`src/rtl/dr_pkg.sv`:
```
// ----------------------------------------------------------------------------
// dr_pkg
// Shared definitions for the dual-rail gate stage: operation encoding,
// channel codewords ({t,f} pairs) and the per-channel evaluation and
// illegal-codeword helpers used by dr_gate_stage.
// ----------------------------------------------------------------------------
package dr_pkg;

   typedef enum logic [1:0] {
      DR_AND = 2'b00,
      DR_OR  = 2'b01,
      DR_NOT = 2'b10,
      DR_XOR = 2'b11
   } dr_op_e;

   // Channel codewords, written as {t, f}.
   localparam logic [1:0] DR_SPACER  = 2'b00;
   localparam logic [1:0] DR_ONE     = 2'b10;
   localparam logic [1:0] DR_ZERO    = 2'b01;
   localparam logic [1:0] DR_ILLEGAL = 2'b11;

   // Strict dual-rail evaluation of one channel. A spacer on any operand the
   // operation actually uses forces a spacer result; B is unused for NOT.
   function automatic logic [1:0] dr_eval(input dr_op_e op,
                                          input logic at, input logic af,
                                          input logic bt, input logic bf);
      logic [1:0] res;
      logic       spacer_in;
      res       = DR_SPACER;
      spacer_in = ({at, af} == DR_SPACER) ||
                  ((op != DR_NOT) && ({bt, bf} == DR_SPACER));
      case (op)
         DR_AND: res = {at & bt, af | bf};
         DR_OR:  res = {at | bt, af & bf};
         DR_NOT: res = {af, at};
         DR_XOR: res = {(at & bf) | (af & bt), (at & bt) | (af & bf)};
         default: res = DR_SPACER;
      endcase
      if (spacer_in) res = DR_SPACER;
      return res;
   endfunction

   // True when a used operand channel carries the illegal 11 codeword.
   function automatic logic dr_illegal(input dr_op_e op,
                                       input logic [1:0] a,
                                       input logic [1:0] b);
      return (a == DR_ILLEGAL) || ((op != DR_NOT) && (b == DR_ILLEGAL));
   endfunction

endpackage

```
`src/rtl/dr_fifo.sv`:
```
// ----------------------------------------------------------------------------
// dr_fifo
// Synchronous FIFO with first-word-fall-through output (dout is the head).
// Push on a full FIFO and pop on an empty FIFO are ignored.
// Ports:
//   clk, rst_n      clock, asynchronous active-low reset
//   push, din       write request and data
//   pop             read request (advances head)
//   dout            current head entry
//   count           occupancy, 0..DEPTH
//   full, empty     occupancy flags
// ----------------------------------------------------------------------------
module dr_fifo #(
   parameter int DW    = 16,
   parameter int DEPTH = 4
) (
   input  logic                       clk,
   input  logic                       rst_n,
   input  logic                       push,
   input  logic [DW-1:0]              din,
   input  logic                       pop,
   output logic [DW-1:0]              dout,
   output logic [$clog2(DEPTH):0]     count,
   output logic                       full,
   output logic                       empty
);

   localparam int AW = $clog2(DEPTH);

   logic [DW-1:0] mem [DEPTH];
   logic [AW-1:0] wr_ptr;
   logic [AW-1:0] rd_ptr;
   logic          do_push;
   logic          do_pop;

   assign full    = (count == (AW+1)'(DEPTH));
   assign empty   = (count == '0);
   assign do_push = push & ~full;
   assign do_pop  = pop & ~empty;
   assign dout    = mem[rd_ptr];

   // NOTE: the storage array is reset along with the pointers so the head
   // reads as spacer (all zero) straight out of reset; it is only DEPTH words.
   always_ff @(posedge clk or negedge rst_n) begin
      if (!rst_n) begin
         for (int i = 0; i < DEPTH; i++) mem[i] <= '0;
      end else if (do_push) begin
         mem[wr_ptr] <= din;
      end
   end

   // Pointers are exactly log2(DEPTH) bits, so they wrap modulo DEPTH.
   // NOTE: sequential state uses non-blocking assignments so every register
   // samples pre-edge values regardless of statement order.
   always_ff @(posedge clk or negedge rst_n) begin
      if (!rst_n) begin
         wr_ptr <= '0;
         rd_ptr <= '0;
         count  <= '0;
      end else begin
         if (do_push) wr_ptr <= wr_ptr + 1'b1;
         if (do_pop)  rd_ptr <= rd_ptr + 1'b1;
         case ({do_push, do_pop})
            2'b10:   count <= count + 1'b1;
            2'b01:   count <= count - 1'b1;
            default: count <= count;
         endcase
      end
   end

endmodule

```
`src/rtl/dr_gate_stage.sv`:
```
// ----------------------------------------------------------------------------
// dr_gate_stage
// Configurable dual-rail logic stage: captures a beat (operands + op) into
// S1, evaluates it the following cycle, drops beats containing illegal 11
// codewords (pulsing err_illegal and bumping a saturating counter), and
// queues legal results in an output FIFO.
// Ports:
//   clk, rst_n            clock, asynchronous active-low reset
//   a_t/a_f, b_t/b_f      operand rails, WIDTH channels each
//   op                    00 AND, 01 OR, 10 NOT(A), 11 XOR
//   in_valid/in_ready     input handshake
//   q_t/q_f               result rails (FIFO head)
//   out_valid/out_ready   output handshake
//   err_illegal           one-cycle pulse when a beat is dropped
//   err_count             saturating drop counter
//   clr_err               synchronous clear of err_count
// ----------------------------------------------------------------------------
module dr_gate_stage
   import dr_pkg::*;
#(
   parameter int WIDTH = 8,
   parameter int DEPTH = 4,
   parameter int CNT_W = 8
) (
   input  logic             clk,
   input  logic             rst_n,
   input  logic [WIDTH-1:0] a_t,
   input  logic [WIDTH-1:0] a_f,
   input  logic [WIDTH-1:0] b_t,
   input  logic [WIDTH-1:0] b_f,
   input  logic [1:0]       op,
   input  logic             in_valid,
   output logic             in_ready,
   output logic [WIDTH-1:0] q_t,
   output logic [WIDTH-1:0] q_f,
   output logic             out_valid,
   input  logic             out_ready,
   output logic             err_illegal,
   output logic [CNT_W-1:0] err_count,
   input  logic             clr_err
);

   localparam int                AW      = $clog2(DEPTH);
   localparam logic [CNT_W-1:0]  ERR_MAX = '1;

   // Stage-1 register.
   logic             s1_valid;
   dr_op_e           s1_op;
   logic [WIDTH-1:0] s1_at, s1_af, s1_bt, s1_bf;

   logic [WIDTH-1:0] res_t, res_f;
   logic             s1_bad;
   logic             accept;
   logic             fifo_push;
   logic             fifo_full;
   logic             fifo_empty;
   logic [AW:0]      fifo_count;
   logic [AW+1:0]    occupancy;

   // Occupancy counts the beat in S1 as already committed to the FIFO, so S1
   // can always push the cycle after capture. Built from registers only; the
   // rst_n term holds in_ready low while reset is asserted.
   assign occupancy = {1'b0, fifo_count} + (AW+2)'(s1_valid);
   assign in_ready  = rst_n & (occupancy < (AW+2)'(DEPTH));
   assign accept    = in_valid & in_ready;

   always_ff @(posedge clk or negedge rst_n) begin
      if (!rst_n) begin
         s1_valid <= 1'b0;
         s1_op    <= DR_AND;
         s1_at    <= '0;
         s1_af    <= '0;
         s1_bt    <= '0;
         s1_bf    <= '0;
      end else begin
         s1_valid <= accept;
         if (accept) begin
            s1_op <= dr_op_e'(op);
            s1_at <= a_t;
            s1_af <= a_f;
            s1_bt <= b_t;
            s1_bf <= b_f;
         end
      end
   end

   // NOTE: every signal written here gets a default first, so no path can
   // leave one unassigned and infer a latch.
   always_comb begin
      res_t  = '0;
      res_f  = '0;
      s1_bad = 1'b0;
      for (int i = 0; i < WIDTH; i++) begin
         {res_t[i], res_f[i]} = dr_eval(s1_op, s1_at[i], s1_af[i], s1_bt[i], s1_bf[i]);
         s1_bad = s1_bad | dr_illegal(s1_op, {s1_at[i], s1_af[i]}, {s1_bt[i], s1_bf[i]});
      end
   end

   assign err_illegal = s1_valid & s1_bad;
   // The full term never blocks in practice: in_ready reserves a slot for S1.
   assign fifo_push   = s1_valid & ~s1_bad & ~fifo_full;

   // A drop coinciding with clr_err leaves the count at 1, not 0.
   always_ff @(posedge clk or negedge rst_n) begin
      if (!rst_n) begin
         err_count <= '0;
      end else if (clr_err) begin
         err_count <= err_illegal ? CNT_W'(1) : '0;
      end else if (err_illegal && (err_count != ERR_MAX)) begin
         err_count <= err_count + 1'b1;
      end
   end

   dr_fifo #(
      .DW    (2*WIDTH),
      .DEPTH (DEPTH)
   ) u_fifo (
      .clk   (clk),
      .rst_n (rst_n),
      .push  (fifo_push),
      .din   ({res_t, res_f}),
      .pop   (out_ready),
      .dout  ({q_t, q_f}),
      .count (fifo_count),
      .full  (fifo_full),
      .empty (fifo_empty)
   );

   assign out_valid = ~fifo_empty;

endmodule

```
`config.mk`:
```
export PLATFORM = sky130hd
export DESIGN_NAME = dr_gate_stage
export DESIGN_NICKNAME = d
export VERILOG_FILES = /design/src/rtl/dr_pkg.sv /design/src/rtl/dr_fifo.sv /design/src/rtl/dr_gate_stage.sv
export SDC_FILE = /design/constraint.sdc
export NUM_CORES = 1
export LEC_CHECK = 0
export ABC_AREA = 1
export CORE_MARGIN = 2
export CORE_UTILIZATION = 50
export DETAILED_ROUTE_END_ITERATION = 12
export PLACE_DENSITY = 0.69
export SLEW_MARGIN = 20
export SYNTH_ARGS = -nofsm -noshare
export SYNTH_HDL_FRONTEND = slang
export SYNTH_SLANG_ARGS = --single-unit
```
`constraint.sdc`:
```
create_clock -name clk -period 4 [get_ports clk]
set_input_delay 0.4 -clock clk [delete_from_list [all_inputs] [get_ports clk]]
set_output_delay 0.4 -clock clk [all_outputs]
set_load 0.02 [all_outputs]
```
Yosys cells after proc, flatten, opt, wreduce, memory -nomap -nowiden
Cells that the tools add are included.

Bits in registers: 114. Input port bits: 39. Output and inout port bits: 27. Word-level logic and storage cells: 211.

$add $sub $neg: 6. $lt $le $gt $ge: 4. Equality and inequality tests: 24. Multiplexer cells: 26. Bitwise operators: 83. Reductions and logical operators: 54.

Operators by type and width (count): bitwise mux 64 bit (1); one-hot mux 2 bit (4 select lines) (8); 2-to-1 mux 16 bit (3); bitwise AND 1 bit (39); bitwise OR 1 bit (39); equality test 2 bit (second input constant) (19); zero test 2 bit (17); binary-select mux 16 bit (select 2 bit) (1); demux 16 bit (select 2 bit) (1); logical AND 1 bit (18); logical OR 1 bit (16); 2-to-1 mux 2 bit (8); 2-to-1 mux 8 bit (2); adder 8 x 1 -> 8 bit (second input constant) (1); != test 8 bit (second input constant) (1); >= comparator 3 bit (second input constant) (2); NOT 2 -> 3 bit (2); one-hot mux 3 bit (2 select lines) (1); adder 2 x 1 -> 2 bit (second input constant) (2); adder 3 x 1 -> 4 bit (1); equality test 2 x 1 -> 1 bit (second input constant) (2); less-than comparator 4 x 3 -> 1 bit (second input constant) (1); nonzero test 2 bit (2); adder 3 x 1 -> 3 bit (second input constant) (1); 7 further kinds (9).

Logic depth before layout (Yosys ltp)
Gate-level depths: netlist of run 1.

Word-level depth: 16. Mapped depth: 12. Mapped depth without buffers: 12.

By module
A second synthesis of run 1 with hierarchy kept.

Cells, all modules: 820. Area, all modules: 6309.8 µm².

By module, submodules not included: dr_fifo (instances 1, cells each 448, area an instance 3588.4 µm², seq. area each 1776.7 µm²); dr_gate_stage (instances 1, cells each 372, area an instance 2721.4 µm², seq. area each 1076.0 µm²).

Least setup slack after synthesis of run 1
Ideal clock, no wire load.

Path type: register -> register. From: register s1_op[1]. To: register u_fifo.count[2]. Setup time: 0.131 ns. Arrival: 1.827 ns. Required time: 3.869 ns. Path slack: 2.042 ns. Stages on the path, launching flop included: 11. Buffers on the path: 1. Clock period less this slack: 1.958 ns. Cell sequence: dfrtp_1 > buf_2 > nand2_2 > nand2_1 > nand3_4 > ha_1 > inv_1 > fa_1 > a21oi_1 > o21ai_0 > xor2_1.

Word-level cells in the longest chain between the ends: 16. Elaborated cells on any way between the ends: 32. Those cells by class: eq/ne (3); mux (1); bitwise (11); reduce/logical (17).

RTL lines: start, declared (RTL line dr_gate_stage.sv:48) `dr_op_e s1_op;`; start signal, assigned (RTL line dr_gate_stage.sv:78) `s1_op <= dr_op_e'(op);`; != test 2 bit * (RTL line dr_pkg.sv:47) `return (a == DR_ILLEGAL) || ((op != DR_NOT) && (b == DR_ILLEGAL));`; logical AND 1 bit (RTL line dr_pkg.sv:47); logical OR 1 bit (RTL line dr_pkg.sv:47); bitwise OR 1 bit (6 in a row) (RTL line dr_gate_stage.sv:95) `s1_bad = s1_bad | dr_illegal(s1_op, {s1_at[i], s1_af[i]}, {s1_bt[i], s1_bf[i]});`; bitwise OR 1 bit * (RTL line dr_gate_stage.sv:95); NOT 1 bit * (RTL line dr_gate_stage.sv:101) `assign fifo_push = s1_valid & ~s1_bad & ~fifo_full;`; bitwise AND 1 bit * (2 in a row) (RTL line dr_gate_stage.sv:101); bitwise AND 1 bit * (RTL line dr_fifo.sv:38) `assign do_push = push & ~full;`; equality test 2 x 1 -> 1 bit / equality test 2 bit (equally long branches) (RTL line dr_fifo.sv:63) `case ({do_push, do_pop})`; one-hot mux 3 bit (2 select lines) / nonzero test 2 bit (equally long branches); end signal, assigned (RTL line dr_fifo.sv:64) `2'b10: count <= count + 1'b1;`; end signal, assigned (RTL line dr_fifo.sv:65) `2'b01: count <= count - 1'b1;`; end signal, assigned (RTL line dr_fifo.sv:66) `default: count <= count;`; end, declared (RTL line dr_fifo.sv:23) `output logic [$clog2(DEPTH):0] count,`.

Mark *: on every way between the ends. The rest lies on a longest branch, timed or not. A chain may end at the register's enable or synchronous reset.

Worst setup path in the final report of run 1
From: register u_fifo.rd_ptr[0]. To: output port q_t[5].

Word-level cells in the longest chain between the ends: 4.

RTL lines: start, declared (RTL line dr_fifo.sv:32) `logic [AW-1:0] rd_ptr;`; start signal, assigned (RTL line dr_fifo.sv:62) `if (do_pop) rd_ptr <= rd_ptr + 1'b1;`; NOT 2 -> 3 bit (implied by the code) (RTL line dr_fifo.sv:40) `assign dout = mem[rd_ptr];`; binary-select mux 16 bit (select 2 bit) (RTL line dr_fifo.sv:40); 2-to-1 mux 16 bit (implied by the code) (2 in a row) (RTL line dr_fifo.sv:40); end, declared (RTL line dr_gate_stage.sv:34) `output logic [WIDTH-1:0] q_t,`.

Every way passes these cells. The select of a mux whose other input is x is not followed.

==> metrics.txt, run 1 <==
first-pass GRT wire length 26.5 mm; # nets final 917; CP cell instances buf_4 > inv_1 > o21ai_0 > o22ai_1 > clkdlybuf4s50_1; syn nets 858; largest net degree at the start of global routing 66; CTS Sinks 114; share of cells above drive strength 1 6.34%; placed cell area 6740 um^2; PD cells 831 nW/um^2; Area Overhead vs Synth 21.5%; Vert. Die Dim 114 um; post-synth design cell area 6050 um^2; Post-synth EDFFs 0; Post-Synthesis Cells 812; width of the die 114 um; hpwl dp 10.8 mm; maximum clock insertion buffer count 2; Via density 5.34; CP Max Fanout 34; max incr delay on CP 0.71 ns; Max-slew headroom 34.9%; Routed Wire Length 15.6 mm; antenna cell count 0; number of buffer cells added on primary ports 65; CP top delay family buffers and inverters; Top FF cell, synth dfrtp_1; Warnings, synthesis 0; core area 11900 um^2; post-synthesis register bit count 114; CTS clk-pin slew, worst paths 0.05 ns; worst hold path type in -> async; Final Hold Viols 0; Root Driver clkbuf_16; Static Leakage 3.69 nW; Clock Skews 0.00856 ns; CP bufs+invs 3; RSZ-0062 raised after global routing false; # H-tree levels 4; ys async rst share 100%; initial antenna violation count 0; Die ar. 13000 um^2; status completed; CTS tree done; Seq/Total Area, Yosys 47.1%; total global routing overflow 0; Yosys cell types 39; Peak Freq 317 MHz; Post-CTS Setup Repair Bufs 0; Tmin final 3.16 ns; CTS Buf Count 17; Avg Synthesized Cell Area 7.45 um^2; vias 5502; cell row count 40; number of global-route vias before repair 5391; type of origin of the critical path register; fin area 7350 um^2; DRT iter0 DRCs 508; max-cap viol count 0; Pwr Total 0.00611 W; Critical Path RT 3.60 ns; IR drop worst, VDD 0.386 mV; setup_tns 0 ns; Starting Density 50.8%; clk_lat worst skew 0.41 ns; area taken by multi-input logic gates 2740 um^2; crit share post-route 78.9%; Arr. time, crit path 2.76 ns; Total GRT Usage 26.1%; Residual DRC 0; kind of critical path reg -> out; # fillers 1068; worst slew pin tran 0.968 ns; drt wl/cell 15.2 um; post-CTS sizing 0; Setup violations, final 0; CP Capture Type output port; gpl congestion 0.871; Initial DRT Pass Iterations 5; hold buffers post-CTS 0; Pins Over Slew Limit 0; FF/Latch Area 2850 um^2; Ports 66; Worst path slowest cell inv_1; post-route ant nets 0
path summary, 6_finish.rpt:
check | slack, ns | startpoint | cells past startpoint | to
worst max-delay path | 0.84 | u_fifo.rd_ptr[0] | 5 | q_t[5]
worst min-delay path | 0.16 | rst_n | 2 | s1_af[5]
worst max register to register | 1.31 | s1_op[0] | 10 | u_fifo.count[2]
worst min register to register | 0.47 | u_fifo.mem[38] | 2 | u_fifo.mem[38]
max in group asynchronous | 2.53 | rst_n | 3 | s1_af[0]
min in group clk | 0.47 | u_fifo.mem[38] | 2 | u_fifo.mem[38]
cells in the mapped netlist, types with 2 or more instances:
cell | number | area (um^2)
a21boi_0 | 2 | 15.0
a21boi_1 | 3 | 22.5
a21oi_1 | 14 | 70.1
a31oi_1 | 8 | 50.1
buf_2 | 5 | 25.0
buf_6 | 8 | 90.1
clkbuf_1 | 15 | 56.3
clkinv_1 | 2 | 7.51
dfrtp_1 | 114 | 2850
ha_1 | 6 | 75.1
inv_1 | 61 | 229
inv_2 | 3 | 11.3
inv_4 | 4 | 25.0
nand2_1 | 329 | 1230
nand2_2 | 2 | 12.5
nand3_1 | 17 | 85.1
nand4_1 | 2 | 12.5
nor2_1 | 65 | 244
nor2_2 | 3 | 18.8
nor2_4 | 4 | 45.0
nor3_1 | 6 | 30.0
nor3b_1 | 2 | 15.0
o211ai_1 | 5 | 37.5
o21ai_0 | 81 | 405
o21ai_1 | 11 | 55.1
o22ai_1 | 17 | 106
o31ai_1 | 5 | 37.5
xnor2_1 | 2 | 17.5
xor2_1 | 6 | 52.6
registers in the layout, indices dropped and copies added, names as in the netlist:
register	flops
u_fifo.mem	64
err_count	8
s1_af	8
s1_at	8
s1_bf	8
s1_bt	8
u_fifo.count	3
s1_op	2
u_fifo.rd_ptr	2
u_fifo.wr_ptr	2
s1_valid	1
worst reg2reg max path: stages, from the launching register on:
cell and delay (ns):
dfrtp_1 0.59, inv_2 0.19, nand2_2 0.34, nand2_1 0.19, nand3_4 0.18, ha_1 0.18
inv_1 0.07, fa_1 0.38, a21oi_1 0.16, o21ai_0 0.12, xor2_1 0.16
routing by layer:
layer  track usage, %  wire length [um]  part of all wire (%)
met5                0                 0                     0
met3             5.58               843                   5.4
met4             8.37               241                   1.5
met2             43.0              7510                    48
met1             34.5              7030                    45
cell usage in the layout (no fill, tap or decap), types with 2 or more instances in the layout:
master,count
a21boi_1,3
nor2_2,3
inv_4,4
clkinvlp_4,3
nand4_1,2
nor2_1,65
o21ai_1,11
clkdlybuf4s50_1,64
o31ai_1,5
clkbuf_1,2
buf_4,6
inv_2,3
xor2_1,6
o21ai_0,81
ha_1,6
o22ai_1,17
a31oi_1,8
o211ai_1,5
nand2_2,2
inv_1,61
nand3_1,17
clkbuf_16,17
xnor2_1,2
dfrtp_1,114
clkbuf_8,4
a21boi_0,2
nor3b_1,2
clkinv_1,2
nor3_1,6
a21oi_1,14
nand2_1,329
bufinv_16,3
nor2_4,4
kinds of logic (layout without fill, tap and decap cells):
family,count (synthesis),count (layout),share of synthesized area [%]
and+or+nand+nor,434,434,28.7
buffers and inverters,100,171,7.53
adders and majority gates,7,7,1.57
DFF,114,114,47.1
AOI/OAI and AO/OA,149,149,13.9
xor gates and xnor gates,8,8,1.16
per-stage QoR:
step                setup WS (ns)  instances  util [%]  hold WS [ns]
finish                      0.842       1030      61.7         0.164
global placement             1.42        999      56.6         0.449
floorplan                    2.04        812         -         0.104
global route                0.644       1030      61.7         0.218
CTS                         0.832       1030      61.7         0.191
detailed placement           1.29        999      56.6         0.454
area by class of cell:
cell class | count | area share (%)
clock buffer | 23 | 6.64
timing repair buffer | 70 | 9.33
clock inverter | 8 | 1.72
inverter | 70 | 3.71
sequential | 114 | 38.8
tap | 147 | 2.50
multi-input combinational | 598 | 37.3
power by group:
part	total [W]	switching (W)	internal, W	leakage, nW
Sequential	0.00202	0.000448	0.00157	1.51
Clock	0.00156	0.000523	0.00104	0.291
Combinational	0.00253	0.00160	0.000924	1.88
Power figures use the tool's default switching activity.
==> run 2, diff against run 1 <==
clock period = 2.97 ns   (was 4 ns; I/O delays follow)
==> run 2 against run 1 <==
Wire length increased by 1.1%. Via count rose by 0.82%. Combinational power rose by 40%. Sequential share of layout area down 0.60 points. Final cell count rose by 0.97%. Setup slack got worse by 0.37 ns. Worst hold slack got worse by 0.064 ns. Core utilization increased by 0.97 points. Global-route usage up 0.14 points. Largest cell class unchanged.
==> metrics.txt, run 2 (same netlist as run 1, synthesis figures left out) <==
Arr. time, crit path 2.20 ns; setup_tns 0 ns; Residual DRC 0; Peak Freq 401 MHz; Critical Path RT 2.67 ns; Starting Density 50.8%; met1 usage 35.5%; most frequent cells in the layout nand2_1 (329), dfrtp_1 (114), o21ai_0 (81); most common cell after layout, fill and taps aside nand2_1; CP cell instances inv_1 > buf_4 > o21ai_0 > o22ai_1 > clkdlybuf4s50_1; Total GRT Usage 26.2%; number of global-route vias before repair 5349; Layout Utilization 62.7%; Max-slew headroom 44.7%; Ports 66; R2R cell count 12; R2R Path Start s1_af[6]; worst slew pin tran 0.830 ns; max FFs per register 64; Worst R2R End u_fifo.count[2]; # nets final 927; Static Leakage 3.76 nW; CTS tree done; post-route ant nets 0; kind of critical path reg -> out; status completed; CTS Sinks 114; largest net degree at the start of global routing 63; cell row count 40; clk_lat worst skew 0.41 ns; GR peak layer met2; GRT met3 Usage 7.92%; Worst path slowest cell clkdlybuf4s50_1; RSZ-0062 raised after global routing false; Die ar. 13000 um^2; drt wl/cell 15.2 um; Setup violations, final 0; maximum clock insertion buffer count 2; vias 5547; worst hold path type in -> async; number of buffer cells added on primary ports 65; Reg with most FFs u_fifo.mem; crit share post-route 84.0%; Via density 5.33; hpwl dp 10.8 mm; Pins Over Slew Limit 0; hold buffers post-CTS 0; width of the die 114 um; area taken by multi-input logic gates 2740 um^2; antenna cell count 0; Vert. Die Dim 114 um; Worst R2R Setup Slack 0.75 ns; CTS Buf Count 17; share of cells above drive strength 1 7.39%; FF/Latch Area 2850 um^2; Routed Wire Length 15.8 mm; Post-CTS Setup Repair Bufs 0; core area 11900 um^2; met2 global-route usage 40.2%; gpl congestion 0.886; CTS clk-pin slew, worst paths 0.05 ns; Root Driver clkbuf_16; max-cap viol count 0; initial antenna violation count 0; CP Capture Type output port; max incr delay on CP 0.63 ns; first-pass GRT wire length 26.6 mm; Tmin final 2.49 ns; post-CTS sizing 0; Final Hold Viols 0; # H-tree levels 4; DRT iter0 DRCs 555; type of origin of the critical path register; Initial DRT Pass Iterations 6; PD cells 1130 nW/um^2; Area Overhead vs Synth 23.4%; total global routing overflow 0; # fillers 1070; CP Max Fanout 13; Clock Skews 0.00913 ns; IR drop worst, VDD 0.645 mV
[run 2: how the worst max path moves through the flow]
stage | cells after the start | end | slack (ns) | start
after floorplan | 10 | u_fifo.count[2] | 1.01 | s1_op[1]
after global placement | 12 | u_fifo.count[2] | 0.90 | s1_at[2]
after detailed placement | 10 | u_fifo.count[1] | 0.85 | s1_af[6]
after CTS | 5 | q_f[6] | 0.45 | u_fifo.rd_ptr[0]
after global routing | 5 | q_f[6] | 0.32 | u_fifo.rd_ptr[0]
final | 5 | q_f[6] | 0.48 | u_fifo.rd_ptr[0]
[run 2: layer usage]
layer  share of wire (%)  vias up
li1                    -     2728
met1                  45     2620
met2                  47      179
met3                 6.3       20
met4                 1.4        0
met5                   0        -
[run 2: cell type report]
cell class	count	area share (%)
flip-flops and latches	114	38.2
multi-input cells	598	36.7
repair buffers	80	10.4
clock buffers	21	6.17
inverters	70	3.65
well taps	147	2.46
clock inverters	10	2.43
[run 2: worst max-delay path, delay by kind of cell, from the launching register on]
kind                   cells  cell delay, ns
AOI/OAI and AO/OA          2            0.26
DFF                        1            0.37
buffers and inverters      3            1.16
[run 2: where the power goes]
part	internal (W)	switching (W)
clock	0.00152	0.000683
combinational	0.00132	0.00222
sequential	0.00212	0.000542
[run 2: stage by stage]
stage          power [W]  std cells  area (um^2)  hold slack [ns]  setup WS [ns]
6_report         0.00840       1040         7470            0.100          0.476
3_5_place_dp     0.00617       1009         6830            0.454          0.848
4_1_cts          0.00841       1040         7470            0.115          0.453
3_3_place_gp     0.00607       1009         6830            0.448          0.902
2_1_floorplan    0.00492        812         6050          0.00141           1.01
5_1_grt          0.00903       1040         7470            0.133          0.316
==> patch 1, RTL diff (flow settings as in run 2) <==
Put one more register stage on the output `err_count`, with the module's reset. The value now appears one clock later. The other outputs are not delayed to match.
--- a/src/rtl/dr_gate_stage.sv
+++ b/src/rtl/dr_gate_stage.sv
@@ -44,2 +44,4 @@
    localparam logic [CNT_W-1:0]  ERR_MAX = '1;
+
+   logic [CNT_W-1:0] err_count_s0;
 
@@ -105,7 +107,7 @@
       if (!rst_n) begin
-         err_count <= '0;
+         err_count_s0 <= '0;
       end else if (clr_err) begin
-         err_count <= err_illegal ? CNT_W'(1) : '0;
-      end else if (err_illegal && (err_count != ERR_MAX)) begin
-         err_count <= err_count + 1'b1;
+         err_count_s0 <= err_illegal ? CNT_W'(1) : '0;
+      end else if (err_illegal && (err_count_s0 != ERR_MAX)) begin
+         err_count_s0 <= err_count_s0 + 1'b1;
       end
@@ -130,2 +132,10 @@
 
+   always_ff @(posedge clk or negedge rst_n) begin
+      if (!rst_n) begin
+         err_count <= '0;
+      end else begin
+         err_count <= err_count_s0;
+      end
+   end
+
 endmodule
Function: changed (Yosys sat finds a counterexample within 4 cycles, from zero or initial values and one cycle with rst_n low).
==> patch 1 against run 2 <==
Power decreased by 3.8%. Count of clock-buffer cells in the layout is 3 higher. Critical path depth is the same. Setup slack worse by 0.060 ns. Sequential cell count grew 8. Area after synthesis grew 2.3%. Final area is 1.7% higher. Maximum frequency shrank 2.3%. Clock skew fell by 0.0034 ns. Routed wire length is 0.44% higher. Synthesized cell count rose by 0.25%. Critical path type unchanged. Critical endpoint is now q_t[0]. Highest routed layer unchanged.
==> patch 1: results (changes against run 2) <==
metric,value,unit,change
outcome,finished clean,,
r2r_slack,0.85,ns,+0.10 ns
p_sw,0.00332,W,-3.7%
worst_pin_slew,0.826,ns,-0.00400 ns
dpl.cell_count,1032,,+2.3%
grt_pass1_vias,5381,,+0.60%
via_per_inst,5.29,,-0.78%
fin_nets,929,,+0.22%
arrival,2.26,ns,+0.06 ns
p_leak,3.82,nW,+1.7%
holdCritPathClass,in2async,,
place_congestion,0.957,,+8.0%
cts_hold_buf,0,,unchanged
syn_nets,860,,+0.23%
synth_adder_area_share,1.54,%,-0.035 points
synth_compound_area_share,13.3,%,-0.59 points
synth_area_leaders,"dfrtp_1 49%, nand2_1 19%, o21ai_0 7.0%",,
layout-drive-gt1-share,6.81,%,-0.58 points
nFillCells,1079,,+0.84%
grt_pass1_wl,26.3,mm,-1.0%
firstDrtPassIters,5,,-1
critPathMaxFanout,12,,-1
ys_types,36,,-7.7%
synth_seq_area_share,49.3,%,+2.2 points
regMostFlops,u_fifo.mem,,
cts_htree_levels,4,,unchanged
ys_top_cells_by_count,"312 x nand2_1, 122 x dfrtp_1, 86 x o21ai_0, 70 x nor2_1, 64 x inv_1",,
cts_buffer_depth,2,,unchanged
drt-wirelength-per-cell,14.9,µm,-1.8%
crit_path_max_incr_delay,0.64,ns,
synthXorXnorAreaFrac,1.13,%,-0.026 points
first_iter_violations,516,,-7.0%
finClkSkew,0.00576,ns,-0.00337 ns
grt.total_usage,25.8,%,-0.41 points
dp_hpwl,10.7,mm,-0.50%
ir_drop,0.000488,V,-24%
wirelength,15.9,mm,+0.44%
synthCells,814,,+0.25%
antenna_cells,0,,unchanged
synthMuxAreaShare,0,%,unchanged
grt_max_degree,65,,+3.2%
## patch 1: cell count changes after synthesis, moves of 5 or more
cell,before,now
nor2_1,65,70
a21oi_1,14,22
o21ai_1,11,3
o21ai_0,81,86
dfrtp_1,114,122
nand2_1,329,312
## patch 1: routing by layer
| layer | global-route usage, % | vias to the layer above | share of wire [%] |
|---|---|---|---|
| met5 | 0 | - | 0 |
| met1 | 33.9 | 2646 | 43 |
| met4 | 11.0 | 0 | 2.2 |
| met2 | 41.2 | 219 | 48 |
| met3 | 5.96 | 28 | 6.6 |
| li1 | - | 2738 | - |
## patch 1: per-stage QoR
| step | hold WS, ns | utilization, % | setup slack, ns | instance area (µm²) |
|---|---|---|---|---|
| 3_5_place_dp | 0.411 | 58.0 | 0.832 | 7000 |
| 4_1_cts | 0.123 | 62.9 | 0.424 | 7590 |
| 2_1_floorplan | 0.00141 | - | 1.02 | 6190 |
| 5_1_grt | 0.166 | 62.9 | 0.334 | 7590 |
| 6_report | 0.108 | 62.9 | 0.416 | 7590 |
| 3_3_place_gp | 0.421 | 58.0 | 0.874 | 7000 |
## patch 1: kinds of logic after synthesis
| group | after synthesis |
|---|---|
| AND/OR/NAND/NOR | 428 |
| AO/OA/AOI/OAI | 150 |
| flip-flops | 122 |
| buffers and inverters | 99 |
| XOR/XNOR | 8 |
| adder cells (fa/ha/maj) | 7 |
## patch 1: layout make-up
| cell class | count | area (µm²) | area share, % |
|---|---|---|---|
| tap | 168 | 210 | 2.77 |
| inverter | 71 | 267 | 3.51 |
| timing repair buffer | 78 | 758 | 9.99 |
| multi-input combinational | 593 | 2710 | 35.7 |
| sequential | 122 | 3050 | 40.2 |
| clock buffer | 24 | 502 | 6.61 |
| clock inverter | 8 | 90.1 | 1.19 |
## patch 1: worst paths after layout
kind	from	endpoint	depth (start not counted)
max in group asynchronous	rst_n	u_fifo.mem[51]$_DFFE_PN0P_	2
min in group clk	a_t[4]	s1_at[4]$_DFFE_PN0P_	3
max	u_fifo.rd_ptr[0]$_DFFE_PN0P_	q_t[0]	5
min reg2reg	err_count_s0[4]$_DFFE_PN0P_	err_count[4]$_DFF_PN0_	0
max reg2reg	s1_op[1]$_DFFE_PN0P_	u_fifo.count[2]$_DFFE_PN0P_	9
min	rst_n	u_fifo.mem[34]$_DFFE_PN0P_	2
## patch 1: power groups by stage
stage	combinational [W]	sequential [W]	clock [W]
floorplan	0.00222	0.00260	0
global placement	0.00326	0.00266	0
detailed placement	0.00332	0.00270	0
CTS	0.00334	0.00268	0.00208
global route	0.00373	0.00276	0.00216
finish	0.00334	0.00269	0.00205
==> patch 2, RTL diff (config.mk and constraints of run 2) <==
Without the edit above. `DEPTH` is set to 4 in 2 places; all go to 2.
--- a/src/rtl/dr_fifo.sv
+++ b/src/rtl/dr_fifo.sv
@@ -14,3 +14,3 @@
    parameter int DW    = 16,
-   parameter int DEPTH = 4
+   parameter int DEPTH = 2
 ) (
--- a/src/rtl/dr_gate_stage.sv
+++ b/src/rtl/dr_gate_stage.sv
@@ -21,3 +21,3 @@
    parameter int WIDTH = 8,
-   parameter int DEPTH = 4,
+   parameter int DEPTH = 2,
    parameter int CNT_W = 8
Behaviour: not the same (Yosys sat finds a counterexample within 4 cycles, from zero or initial values and one cycle with rst_n low).
==> patch 2 against run 2 <==
Final area down 30%. Combinational power down 37%. Utilization up 0.71 points. Routed wire length down 34%. Setup slack better by 0.030 ns. Via count down 28%. Area after synthesis down 28%. Final cell count down 27%. Sequential power down 31%. Sequential share of layout area down 0.63 points. Sequential cell count down 35. Register-to-register slack better by 0.20 ns. Power down 41%. Critical path type unchanged. Largest cell class unchanged.
==> patch 2: results (changes against run 2) <==
metric,value,unit,change
dp_hpwl,7.26,mm,-33%
fin_nets,689,,-26%
vias,3977,,-28%
ys_types,33,,-15%
arrival,2.17,ns,-0.03 ns
final_cell_count_no_fill,758,,-27%
largest_reg_flops,32,,-50%
synthCells,588,,-28%
crit_path_max_incr_delay,0.60,ns,-0.03 ns
finClkSkew,0.0133,ns,+0.00422 ns
clk_latency,0.36,ns,-0.05 ns
dpl.cell_count,742,,-26%
grt_max_degree,80,,+27%
outcome,finished clean,,
clock-root-buffer,clkbuf_8,,
p_leak,2.47,nW,-34%
grt.total_usage,22.6,%,-3.6 points
first_iter_violations,206,,-63%
grt_pass1_wl,17.5,mm,-34%
layout-drive-gt1-share,6.43,%,-0.96 points
clk_pin_slew,0.09,ns,+0.04 ns
post-place-ws,0.874,ns,+0.0264 ns
cts_made_buffers,9,,-8
firstDrtPassIters,5,,-1
ys_top_cells_by_count,"208 x nand2_1, 93 x o21ai_0, 79 x dfrtp_1, 66 x inv_1, 39 x nand3_1",,
critPathSlowestCell,dfrtp_1,,
place_congestion,0.892,,+0.69%
drt-wirelength-per-cell,13.7,µm,-9.8%
worst_pin_slew,0.722,ns,-0.107 ns
place_area,5030,µm²,-26%
[patch 2: changes by cell type after synthesis, sizes merged, moves of 2 or more]
cell	run 2	this run
o31ai	5	0
o211ai	5	8
dfrtp	114	79
clkbuf	15	7
o22ai	17	1
nor2	72	20
nand2	331	211
a31oi	9	5
nor3	6	4
a21boi	6	0
nand3	19	41
ha	6	2
o21ai	92	99
[patch 2: cell families after synthesis]
group | count (synthesis) | synth area share (%)
and+or+nand+nor | 281 | 27.3
DFF | 79 | 45.5
buffers and inverters | 91 | 9.11
adders and majority gates | 2 | 0.576
xor gates and xnor gates | 7 | 1.41
AOI/OAI and AO/OA | 128 | 16.1
[patch 2: power breakdown]
group | total (W) | switching [W] | internal (W)
clock | 0.000920 | 0.000436 | 0.000484
combinational | 0.00223 | 0.00143 | 0.000799
sequential | 0.00183 | 0.000388 | 0.00144
[patch 2: final timing paths]
kind,startpoint,end,slack [ns],depth (start not counted)
min in group clk,rst_n,s1_bt[6]$_DFFE_PN0P_,0.41,6
hold reg to reg,u_fifo.mem[22]$_DFFE_PN0P_,u_fifo.mem[22]$_DFFE_PN0P_,0.48,2
hold / removal,rst_n,err_count[6]$_DFFE_PN0P_,0.07,2
max in group asynchronous,rst_n,s1_op[0]$_DFFE_PN0P_,2.40,2
setup / recovery,s1_op[0]$_DFFE_PN0P_,err_illegal,0.51,7
setup reg to reg,s1_op[0]$_DFFE_PN0P_,u_fifo.mem[20]$_DFFE_PN0P_,0.95,7
[patch 2: stage by stage]
step           power (W)  hold slack, ns  utilization (%)
2_1_floorplan    0.00332         0.00141                -
3_3_place_gp     0.00399           0.455             60.6
3_5_place_dp     0.00406           0.458             60.6
4_1_cts          0.00499           0.232             63.3
5_1_grt          0.00539           0.138             63.4
6_report         0.00498          0.0663             63.4
[patch 2: layer usage]
| metal | vias to the layer above | part of all wire, % | track usage [%] |
|---|---|---|---|
| met1 | 1839 | 46 | 30.6 |
| met2 | 121 | 47 | 36.2 |
| li1 | 2003 | - | - |
| met4 | 0 | 1.5 | 8.23 |
| met3 | 14 | 5.2 | 4.17 |
| met5 | - | 0 | 0 |
[patch 2: area by class of cell]
type | count | area [µm²]
Timing Repair Buffer | 71 | 697
Clock inverter | 7 | 103
Multi-Input combinational cell | 418 | 1970
Tap cell | 105 | 131
Fill cell | 768 | 3040
Clock buffer | 9 | 124
Sequential cell | 79 | 1980
Inverter | 69 | 262
